### src/rtl/tile_pkg.sv
// Shared definitions for the L1 tile memory: geometry constants, the beat
// record carried from the tile BRAM into the dot-product pipeline, and the
// read-sequencer state encoding.
package tile_pkg;

  localparam int MAN_WIDTH  = 256;
  localparam int EXP_WIDTH  = 8;
  localparam int BRAM_DEPTH = 512;
  localparam int ADDR_WIDTH = $clog2(BRAM_DEPTH);
  localparam int LEN_WIDTH  = ADDR_WIDTH + 1;

  // One paired left/right beat; last marks the final beat of a burst.
  typedef struct packed {
    logic [MAN_WIDTH-1:0] man_left;
    logic [MAN_WIDTH-1:0] man_right;
    logic [EXP_WIDTH-1:0] exp_left;
    logic [EXP_WIDTH-1:0] exp_right;
    logic                 last;
  } tile_beat_t;

  typedef enum logic [1:0] {
    ST_IDLE  = 2'd0,
    ST_ISSUE = 2'd1,
    ST_DRAIN = 2'd2,
    ST_DONE  = 2'd3
  } rd_state_t;

endpackage

### src/rtl/tile_rd_fifo.sv
// Small synchronous FIFO of tile beats. Absorbs the one-cycle BRAM read
// latency so the reader can keep streaming while the consumer stalls.
// Simultaneous push and pop are allowed, including when full.
module tile_rd_fifo
  import tile_pkg::*;
#(
  parameter int FIFO_DEPTH = 4,
  parameter int CNT_W      = $clog2(FIFO_DEPTH + 1)
) (
  input  logic             i_clk,
  input  logic             i_reset_n,
  input  logic             i_push,
  input  tile_beat_t       i_push_data,
  input  logic             i_pop,
  output tile_beat_t       o_head,
  output logic             o_valid,
  output logic [CNT_W-1:0] o_count
);

  localparam int PTR_W = (FIFO_DEPTH > 1) ? $clog2(FIFO_DEPTH) : 1;

  tile_beat_t       mem_r [FIFO_DEPTH];
  logic [PTR_W-1:0] wr_ptr_r;
  logic [PTR_W-1:0] rd_ptr_r;
  logic [CNT_W-1:0] count_r;
  logic [CNT_W-1:0] count_next_s;
  logic             valid_r;
  logic             push_ok_s;
  logic             pop_ok_s;

  // Pointer advance with explicit wrap so non-power-of-two depths work.
  function automatic logic [PTR_W-1:0] ptr_inc(input logic [PTR_W-1:0] ptr);
    if (ptr == PTR_W'(FIFO_DEPTH - 1)) begin
      return {PTR_W{1'b0}};
    end else begin
      return ptr + PTR_W'(1);
    end
  endfunction

  assign pop_ok_s  = i_pop & valid_r;
  assign push_ok_s = i_push & ((count_r != CNT_W'(FIFO_DEPTH)) | pop_ok_s);

  // Occupancy after this cycle's push/pop.
  always_comb begin
    count_next_s = count_r;
    case ({push_ok_s, pop_ok_s})
      2'b10:   count_next_s = count_r + CNT_W'(1);
      2'b01:   count_next_s = count_r - CNT_W'(1);
      default: count_next_s = count_r;
    endcase
  end

  // Beat storage; cleared on reset so stale lines can never resurface.
  always_ff @(posedge i_clk or negedge i_reset_n) begin
    if (!i_reset_n) begin
      for (int i = 0; i < FIFO_DEPTH; i++) begin
        mem_r[i] <= '0;
      end
    end else if (push_ok_s) begin
      mem_r[wr_ptr_r] <= i_push_data;
    end
  end

  // Pointers, count and the registered non-empty flag.
  always_ff @(posedge i_clk or negedge i_reset_n) begin
    if (!i_reset_n) begin
      wr_ptr_r <= {PTR_W{1'b0}};
      rd_ptr_r <= {PTR_W{1'b0}};
      count_r  <= {CNT_W{1'b0}};
      valid_r  <= 1'b0;
    end else begin
      if (push_ok_s) begin
        wr_ptr_r <= ptr_inc(wr_ptr_r);
      end
      if (pop_ok_s) begin
        rd_ptr_r <= ptr_inc(rd_ptr_r);
      end
      count_r <= count_next_s;
      valid_r <= (count_next_s != {CNT_W{1'b0}});
    end
  end

  assign o_head  = mem_r[rd_ptr_r];
  assign o_valid = valid_r;
  assign o_count = count_r;

endmodule

### src/rtl/tile_bram_reader.sv
// Read-side sequencer for the L1 tile memory. Accepts a burst command,
// drives the four tile BRAM read ports in lockstep, and streams paired
// left/right beats to the dot-product pipeline through a small FIFO.
// Issue is credit-limited so a stalled consumer never loses a line.
module tile_bram_reader
  import tile_pkg::*;
#(
  parameter int MAN_WIDTH  = tile_pkg::MAN_WIDTH,
  parameter int EXP_WIDTH  = tile_pkg::EXP_WIDTH,
  parameter int BRAM_DEPTH = tile_pkg::BRAM_DEPTH,
  parameter int ADDR_WIDTH = $clog2(BRAM_DEPTH),
  parameter int LEN_WIDTH  = ADDR_WIDTH + 1,
  parameter int FIFO_DEPTH = 4
) (
  input  logic                  i_clk,
  input  logic                  i_reset_n,
  input  logic                  i_cmd_valid,
  output logic                  o_cmd_ready,
  input  logic [ADDR_WIDTH-1:0] i_cmd_left_base,
  input  logic [ADDR_WIDTH-1:0] i_cmd_right_base,
  input  logic [LEN_WIDTH-1:0]  i_cmd_len,
  output logic [ADDR_WIDTH-1:0] o_man_left_rd_addr,
  output logic [ADDR_WIDTH-1:0] o_exp_left_rd_addr,
  output logic [ADDR_WIDTH-1:0] o_man_right_rd_addr,
  output logic [ADDR_WIDTH-1:0] o_exp_right_rd_addr,
  output logic                  o_man_left_rd_en,
  output logic                  o_man_right_rd_en,
  output logic                  o_exp_left_rd_en,
  output logic                  o_exp_right_rd_en,
  input  logic [MAN_WIDTH-1:0]  i_man_left_rd_data,
  input  logic [MAN_WIDTH-1:0]  i_man_right_rd_data,
  input  logic [EXP_WIDTH-1:0]  i_exp_left_rd_data,
  input  logic [EXP_WIDTH-1:0]  i_exp_right_rd_data,
  output logic                  o_valid,
  input  logic                  i_ready,
  output logic [MAN_WIDTH-1:0]  o_man_left,
  output logic [MAN_WIDTH-1:0]  o_man_right,
  output logic [EXP_WIDTH-1:0]  o_exp_left,
  output logic [EXP_WIDTH-1:0]  o_exp_right,
  output logic                  o_last,
  output logic                  o_busy,
  output logic                  o_done
);

  localparam int CNT_W = $clog2(FIFO_DEPTH + 1);
  localparam int OCC_W = CNT_W + 1;
  localparam logic [LEN_WIDTH-1:0] MAX_LEN = LEN_WIDTH'(BRAM_DEPTH);

  rd_state_t             state_r;
  rd_state_t             state_next_s;
  logic [LEN_WIDTH-1:0]  len_r;
  logic [LEN_WIDTH-1:0]  issue_cnt_r;
  logic [LEN_WIDTH-1:0]  len_sat_s;
  logic [ADDR_WIDTH-1:0] left_addr_r;
  logic [ADDR_WIDTH-1:0] right_addr_r;
  logic                  inflight_r;
  logic                  inflight_last_r;
  logic                  cmd_ready_r;
  logic                  busy_r;
  logic                  done_r;
  logic                  accept_s;
  logic                  issue_s;
  logic                  last_issue_s;
  logic                  pop_s;
  logic                  credit_ok_s;
  logic                  drained_s;
  logic [CNT_W-1:0]      fifo_count_s;
  logic                  fifo_valid_s;
  logic [OCC_W-1:0]      occupancy_s;
  logic [OCC_W-1:0]      limit_s;
  tile_beat_t            push_beat_s;
  tile_beat_t            head_beat_s;

  // Next line address; the tile memory wraps silently at the top.
  function automatic logic [ADDR_WIDTH-1:0] line_inc(input logic [ADDR_WIDTH-1:0] line);
    if (line == ADDR_WIDTH'(BRAM_DEPTH - 1)) begin
      return {ADDR_WIDTH{1'b0}};
    end else begin
      return line + ADDR_WIDTH'(1);
    end
  endfunction

  // Bursts longer than one side of the memory are clipped to its depth.
  always_comb begin
    if (i_cmd_len > MAX_LEN) begin
      len_sat_s = MAX_LEN;
    end else begin
      len_sat_s = i_cmd_len;
    end
  end

  assign accept_s     = i_cmd_valid & cmd_ready_r;
  assign pop_s        = fifo_valid_s & i_ready;
  // A slot freed by this cycle's pop may be reused by this cycle's issue.
  assign occupancy_s  = OCC_W'(fifo_count_s) + OCC_W'(inflight_r);
  assign limit_s      = OCC_W'(FIFO_DEPTH) + OCC_W'(pop_s);
  assign credit_ok_s  = (occupancy_s < limit_s);
  assign issue_s      = (state_r == ST_ISSUE) & credit_ok_s;
  assign last_issue_s = (issue_cnt_r == (len_r - LEN_WIDTH'(1)));
  // Drained once nothing is in flight and the FIFO empties this cycle.
  assign drained_s    = ~inflight_r &
                        ((fifo_count_s == CNT_W'(0)) |
                         ((fifo_count_s == CNT_W'(1)) & pop_s));

  // Sequencer next-state decode.
  always_comb begin
    state_next_s = state_r;
    case (state_r)
      ST_IDLE: begin
        if (accept_s) begin
          if (len_sat_s == LEN_WIDTH'(0)) begin
            state_next_s = ST_DONE;
          end else begin
            state_next_s = ST_ISSUE;
          end
        end else begin
          state_next_s = ST_IDLE;
        end
      end
      ST_ISSUE: begin
        if (issue_s & last_issue_s) begin
          state_next_s = ST_DRAIN;
        end else begin
          state_next_s = ST_ISSUE;
        end
      end
      ST_DRAIN: begin
        if (drained_s) begin
          state_next_s = ST_DONE;
        end else begin
          state_next_s = ST_DRAIN;
        end
      end
      ST_DONE:  state_next_s = ST_IDLE;
      default:  state_next_s = ST_IDLE;
    endcase
  end

  // State plus status flags registered from the next state.
  always_ff @(posedge i_clk or negedge i_reset_n) begin
    if (!i_reset_n) begin
      state_r     <= ST_IDLE;
      cmd_ready_r <= 1'b1;
      busy_r      <= 1'b0;
      done_r      <= 1'b0;
    end else begin
      state_r     <= state_next_s;
      cmd_ready_r <= (state_next_s == ST_IDLE);
      busy_r      <= (state_next_s != ST_IDLE);
      done_r      <= (state_next_s == ST_DONE);
    end
  end

  // Burst bookkeeping: latch the command, then walk both sides per issue.
  always_ff @(posedge i_clk or negedge i_reset_n) begin
    if (!i_reset_n) begin
      len_r        <= {LEN_WIDTH{1'b0}};
      issue_cnt_r  <= {LEN_WIDTH{1'b0}};
      left_addr_r  <= {ADDR_WIDTH{1'b0}};
      right_addr_r <= {ADDR_WIDTH{1'b0}};
    end else if (accept_s) begin
      len_r        <= len_sat_s;
      issue_cnt_r  <= {LEN_WIDTH{1'b0}};
      left_addr_r  <= i_cmd_left_base;
      right_addr_r <= i_cmd_right_base;
    end else if (issue_s) begin
      issue_cnt_r  <= issue_cnt_r + LEN_WIDTH'(1);
      left_addr_r  <= line_inc(left_addr_r);
      right_addr_r <= line_inc(right_addr_r);
    end
  end

  // Track the read in flight so its data is captured next cycle; reset
  // clears it, which discards any data still returning from the BRAM.
  always_ff @(posedge i_clk or negedge i_reset_n) begin
    if (!i_reset_n) begin
      inflight_r      <= 1'b0;
      inflight_last_r <= 1'b0;
    end else begin
      inflight_r      <= issue_s;
      inflight_last_r <= issue_s & last_issue_s;
    end
  end

  // Capture path from the BRAM registered outputs.
  always_comb begin
    push_beat_s           = '0;
    push_beat_s.man_left  = i_man_left_rd_data;
    push_beat_s.man_right = i_man_right_rd_data;
    push_beat_s.exp_left  = i_exp_left_rd_data;
    push_beat_s.exp_right = i_exp_right_rd_data;
    push_beat_s.last      = inflight_last_r;
  end

  tile_rd_fifo #(
    .FIFO_DEPTH (FIFO_DEPTH),
    .CNT_W      (CNT_W)
  ) u_fifo (
    .i_clk       (i_clk),
    .i_reset_n   (i_reset_n),
    .i_push      (inflight_r),
    .i_push_data (push_beat_s),
    .i_pop       (pop_s),
    .o_head      (head_beat_s),
    .o_valid     (fifo_valid_s),
    .o_count     (fifo_count_s)
  );

  assign o_cmd_ready         = cmd_ready_r;
  assign o_busy              = busy_r;
  assign o_done              = done_r;
  assign o_man_left_rd_addr  = left_addr_r;
  assign o_exp_left_rd_addr  = left_addr_r;
  assign o_man_right_rd_addr = right_addr_r;
  assign o_exp_right_rd_addr = right_addr_r;
  assign o_man_left_rd_en    = issue_s;
  assign o_man_right_rd_en   = issue_s;
  assign o_exp_left_rd_en    = issue_s;
  assign o_exp_right_rd_en   = issue_s;
  assign o_valid             = fifo_valid_s;
  assign o_man_left          = head_beat_s.man_left;
  assign o_man_right         = head_beat_s.man_right;
  assign o_exp_left          = head_beat_s.exp_left;
  assign o_exp_right         = head_beat_s.exp_right;
  assign o_last              = head_beat_s.last;

endmodule

### config.mk
export PLATFORM = sky130hd
export DESIGN_NAME = tile_bram_reader
export DESIGN_NICKNAME = d
export VERILOG_FILES = /design/src/rtl/tile_pkg.sv /design/src/rtl/tile_rd_fifo.sv /design/src/rtl/tile_bram_reader.sv
export SDC_FILE = /design/constraint.sdc
export NUM_CORES = 2
export LEC_CHECK = 0
export ABC_AREA = 1
export BUFFER_PORTS_ARGS = -buffer_cell sky130_fd_sc_hd__buf_4
export CAP_MARGIN = 20
export CORE_UTILIZATION = 55
export DETAILED_ROUTE_END_ITERATION = 7
export PLACE_DENSITY_LB_ADDON = 0.12
export SLEW_MARGIN = 20
export SYNTH_ARGS = -nofsm -noshare
export SYNTH_HDL_FRONTEND = slang
export SYNTH_SLANG_ARGS = --single-unit
export TNS_END_PERCENT = 10
### constraint.sdc
create_clock -name i_clk -period 4 [get_ports i_clk]
set_input_delay 0.4 -clock i_clk [delete_from_list [all_inputs] [get_ports i_clk]]
set_output_delay 0.4 -clock i_clk [all_outputs]
set_load 0.05 [all_outputs]
After elaboration in Yosys (flattened, before gate mapping). Cells that the tools add are included. Widths: inputs -> output; s select.

Bits of input ports: 560. Logic and storage cells: 106. Output and inout port bits: 573. Register bits: 2169.

Add/sub/neg operators: 10. Reduce and logical (&&, ||, !) cells: 8. Equal/unequal tests: 13. Muxes and demuxes: 23. Order comparisons: 5. Bitwise gates (word level): 13.

Operators by type and width (number): $bwmux 2116 (1); $mux 529 (3); $bmux 529 s2 (1); $demux 529 s2 (1); $mux 9 (6); $mux 10 (3); $add 9x1->9 const B (2); $eq 9x9->1 const B (2); $eq 2x2->1 const B (6); $add 10x1->10 const B (1); $eq 10x10->1 (1); $gt 10x10->1 const B (1); $logic_not 10->1 (1); $mux 2 (5); $sub 10x1->10 const B (1); $and 1x1->1 (8); $pmux 2 s4 (1); $ge 3x3->1 const B (2); $not 2->3 (2); $pmux 3 s2 (1); $add 2x1->2 const B (2); $add 3x1->4 (1); $add 3x1->4 const A (1); $eq 2x1->1 const B (2); other kinds (14) (17).

Logic depth before layout (Yosys ltp).
Depth after elaboration: 8. Gate-level depth with buffers: 14. Mapped depth without buffers: 14.

By module. A second synthesis with hierarchy kept.

Cell total of the unflattened synthesis: 12854. Area, all modules: 104016.0 µm².

Modules (own cells, without submodules): tile_rd_fifo (sequential area each 53151.0 µm², area an instance 101110.7 µm², times used 1, cells an instance 12455); tile_bram_reader (sequential area each 1127.3 µm², area an instance 2905.3 µm², times used 1, cells an instance 399).

Worst setup path after synthesis. Ideal clock, no wire load.

Path kind: register to output. Start: register u_fifo.rd_ptr_r[0]. End: output o_man_left[0]. Arrival time: 2.109 ns. Path buffers: 4. Stages on the path, launching flop included: 8. Slack: 1.491 ns. Required time: 3.600 ns. Cells stage by stage: dfrtp_1 > buf_2 > buf_2 > clkinv_1 > clkbuf_1 > clkbuf_1 > o21ai_0 > o22ai_1.

Longest elaborated chain between the ends: 4.

RTL lines: start: declaration (line tile_rd_fifo.sv:24) `logic [PTR_W-1:0] rd_ptr_r;`; start signal: assignment (line tile_rd_fifo.sv:68) `rd_ptr_r <= {PTR_W{1'b0}};`; start signal: assignment (line tile_rd_fifo.sv:76) `rd_ptr_r <= ptr_inc(rd_ptr_r);`; $not 2->3 (implied by the code) (line tile_rd_fifo.sv:83) `assign o_head = mem_r[rd_ptr_r];`; $bmux 529 s2 (line tile_rd_fifo.sv:83); $mux 529 (implied by the code) (2 in a row) (line tile_rd_fifo.sv:83); end: declaration (line tile_bram_reader.sv:36) `output logic [MAN_WIDTH-1:0] o_man_left,`.

Every way passes these cells. The select of a mux whose other input is x is not followed.

Worst setup path after layout.
Start: register u_fifo.rd_ptr_r[0]. End: output o_man_left[167].

The elaborated chain is that of the path after synthesis.

==> impl_metrics.ini <==
[critical_path]
crit_start = u_fifo.rd_ptr_r[0]
rr_worst_depth = 8
cp-end-kind = output port
required_ns = 3.60
cp_max_fo = 60
r2r_slack_ns = 1.16
crit_type = flop to output port
crit_path_start_kind = flop
cp_data_arrival_time_ns = 3.35
endpoint = o_man_left[167]
rr_startpoint = u_fifo.o_count[0]
reg2reg_to = u_fifo.mem_r[1973]

[clocking]
cts_setup_buffers = 0
cts_max_level = 4
cts_root_buf = clkbuf_16
cts_tree = yes
cts_buffers = 224
clk_latency_ns = 0.87
clkSlewWorstSetupHoldPaths_ns = 0.05
cts_buffer_depth = 3
cts.sinks = 2169

[global_route]
grt_pass1_wl_mm = 452
track_usage = 0.298
grt_start_max_net_pins = 164
grt_pass1_vias = 72100
antenna_found_initial = 75
grt-ovfl-total = 0

[synth]
yosys_warnings = 0
synth.avg_cell_area_sq_um = 13.4
synth_seq_area_share = 0.511
synthArstFlopShare = 1.00
ys_seq_elements = 2169
synth_area_sq_mm = 0.106
synth_cell_types = 43
synthesis.nets = 8484
syn_inst = 7905
synth-main-ff-cell = dfrtp_1
synth_edf_count = 0

[sta]
finClkSkew_ns = 0.0362
relSlewSlack = 0.366
fin_hold_ws_ns = 0.0673
setup_tns_ns = 0
rsz0062_at_grt = false
final.min_clock_period_ns = 3.75
fin_crit_sh = 0.937
worstMarginPinSlew_ns = 0.951
setup_violations = 0
max_freq_mhz = 267
drv_slew = 0
hold_viol = 0

[drt]
antenna_left = 0
firstDrtPassIters = 5
drt_wl_total_mm = 298
routedWlPerCell_microns = 24.6
via_per_inst = 5.80
drc = 0
drt_iter0_markers = 4352
route.vias.total = 70300

[floorplanning]
pin_count = 1133
design.die.area_sq_mm = 0.195
rows = 160
core_area_sq_mm = 0.191
initial_core_util = 0.556
die_y_microns = 441
die_w_microns = 441

[layout]
nets = 9942
drive_gt1_frac = 0.395
area_growth_pct = 19.9
final_core_util = 0.667

[placed_design]
globalplace.congestion = 0.881
io_buffers = 1132
dp_hpwl_mm = 185

[run]
drv_cap = 0

[outcome]
status = finished, final reports clean

[min_path]
hold_path_class = input pin to flop
-- kinds of logic after synthesis --
| family | after synthesis | share of synthesized area |
|---|---|---|
| AOI/OAI and AO/OA | 1660 | 0.0853 |
| xor gates and xnor gates | 7 | 0.000577 |
| adders and majority gates | 19 | 0.00224 |
| buffers and inverters | 684 | 0.0601 |
| DFF | 2169 | 0.511 |
| muxes | 2116 | 0.295 |
| and+or+nand+nor | 1250 | 0.0456 |
-- metal layers --
| layer | vias to the layer above | GRT usage | wire (microns) |
|---|---|---|---|
| met5 | - | 0 | 183 |
| met4 | 30 | 0.170 | 19100 |
| met3 | 680 | 0.0541 | 16100 |
| met2 | 2146 | 0.464 | 138000 |
| met1 | 36600 | 0.392 | 125000 |
| li1 | 30800 | - | - |
-- worst min-delay path by stage --
stage / startpoint / to / cells past startpoint
2_1_floorplan: i_reset_n / inflight_last_r / 0
3_3_place_gp: i_reset_n / u_fifo.mem_r[1002] / 1
3_5_place_dp: i_reset_n / u_fifo.mem_r[1002] / 1
4_1_cts: i_ready / u_fifo.rd_ptr_r[1] / 4
5_1_grt: i_ready / u_fifo.rd_ptr_r[1] / 4
6_report: i_ready / u_fifo.rd_ptr_r[1] / 4
-- state kept, by name, summed over array words and instances (netlist names) --
register	cells
u_fifo.mem_r	2116
issue_cnt_r	10
len_r	10
o_exp_left_rd_addr	9
o_exp_right_rd_addr	9
u_fifo.o_count	3
state_r	2
u_fifo.rd_ptr_r	2
u_fifo.wr_ptr_r	2
inflight_last_r	1
inflight_r	1
o_busy	1
o_cmd_ready	1
o_done	1
u_fifo.o_valid	1
-- per-stage QoR --
step	instances	setup slack (ns)	instance area, sq um
2_1_floorplan	7905	1.49	106000
3_3_place_gp	11100	1.10	114000
3_5_place_dp	11100	1.12	114000
4_1_cts	12100	0.207	127000
5_1_grt	12100	0.116	127000
6_report	12100	0.251	127000
-- cell type report --
type | count | area, sq um
diodes | 58 | 145
clock buffers | 330 | 6570
clock inverters | 76 | 985
fillers | 13900 | 63700
inverters | 72 | 288
multi-input cells | 5052 | 45500
flip-flops and latches | 2169 | 54300
well taps | 2511 | 3140
repair buffers | 1844 | 16400
-- timing repair --
action                                  CTS  global route
hold buffers                            558             0
endpoints found under the hold margin  2215             0
gates resized for setup                   0             0
-- cells in the mapped netlist (26+ instances only) --
master | n | area share
nor2_1 | 1096 | 0.039
buf_12 | 220 | 0.041
clkbuf_1 | 294 | 0.010
nand3_1 | 32 | 0.0015
buf_4 | 26 | 0.0018
inv_1 | 68 | 0.0024
dfrtp_1 | 2168 | 0.51
mux2_4 | 2000 | 0.28
mux2_2 | 116 | 0.012
o21ai_0 | 1084 | 0.051
buf_2 | 63 | 0.0030
nand2_1 | 98 | 0.0035
o22ai_1 | 538 | 0.032
-- layout by cell type, fill, tap and decap left out, types with 5 or more instances in the layout --
master	instances
ha_1	19
clkbuf_16	225
clkinv_2	39
mux2_2	116
clkbuf_1	51
nand4_1	5
buf_12	88
inv_6	6
a21oi_1	16
nand2_1	98
nor3_1	7
dlygate4sd3_1	558
inv_1	68
clkinvlp_4	6
clkbuf_8	54
o22ai_1	538
buf_4	1197
mux2_4	2000
dfrtp_1	2166
diode_2	58
o211ai_1	6
nor2_1	1096
bufinv_16	19
nand3_1	32
o21ai_0	1084
xnor2_1	5
-- worst max-delay path, cell delays in order, from the launching register on --
cell     delay [ns]
dfrtp_4        0.69
inv_8          0.42
buf_4          0.60
o21ai_0        0.15
o22ai_1        0.29
buf_4          0.27
Power is not shown: default switching activity piles up to over one toggle a cycle in this logic, so the estimate is an artifact.
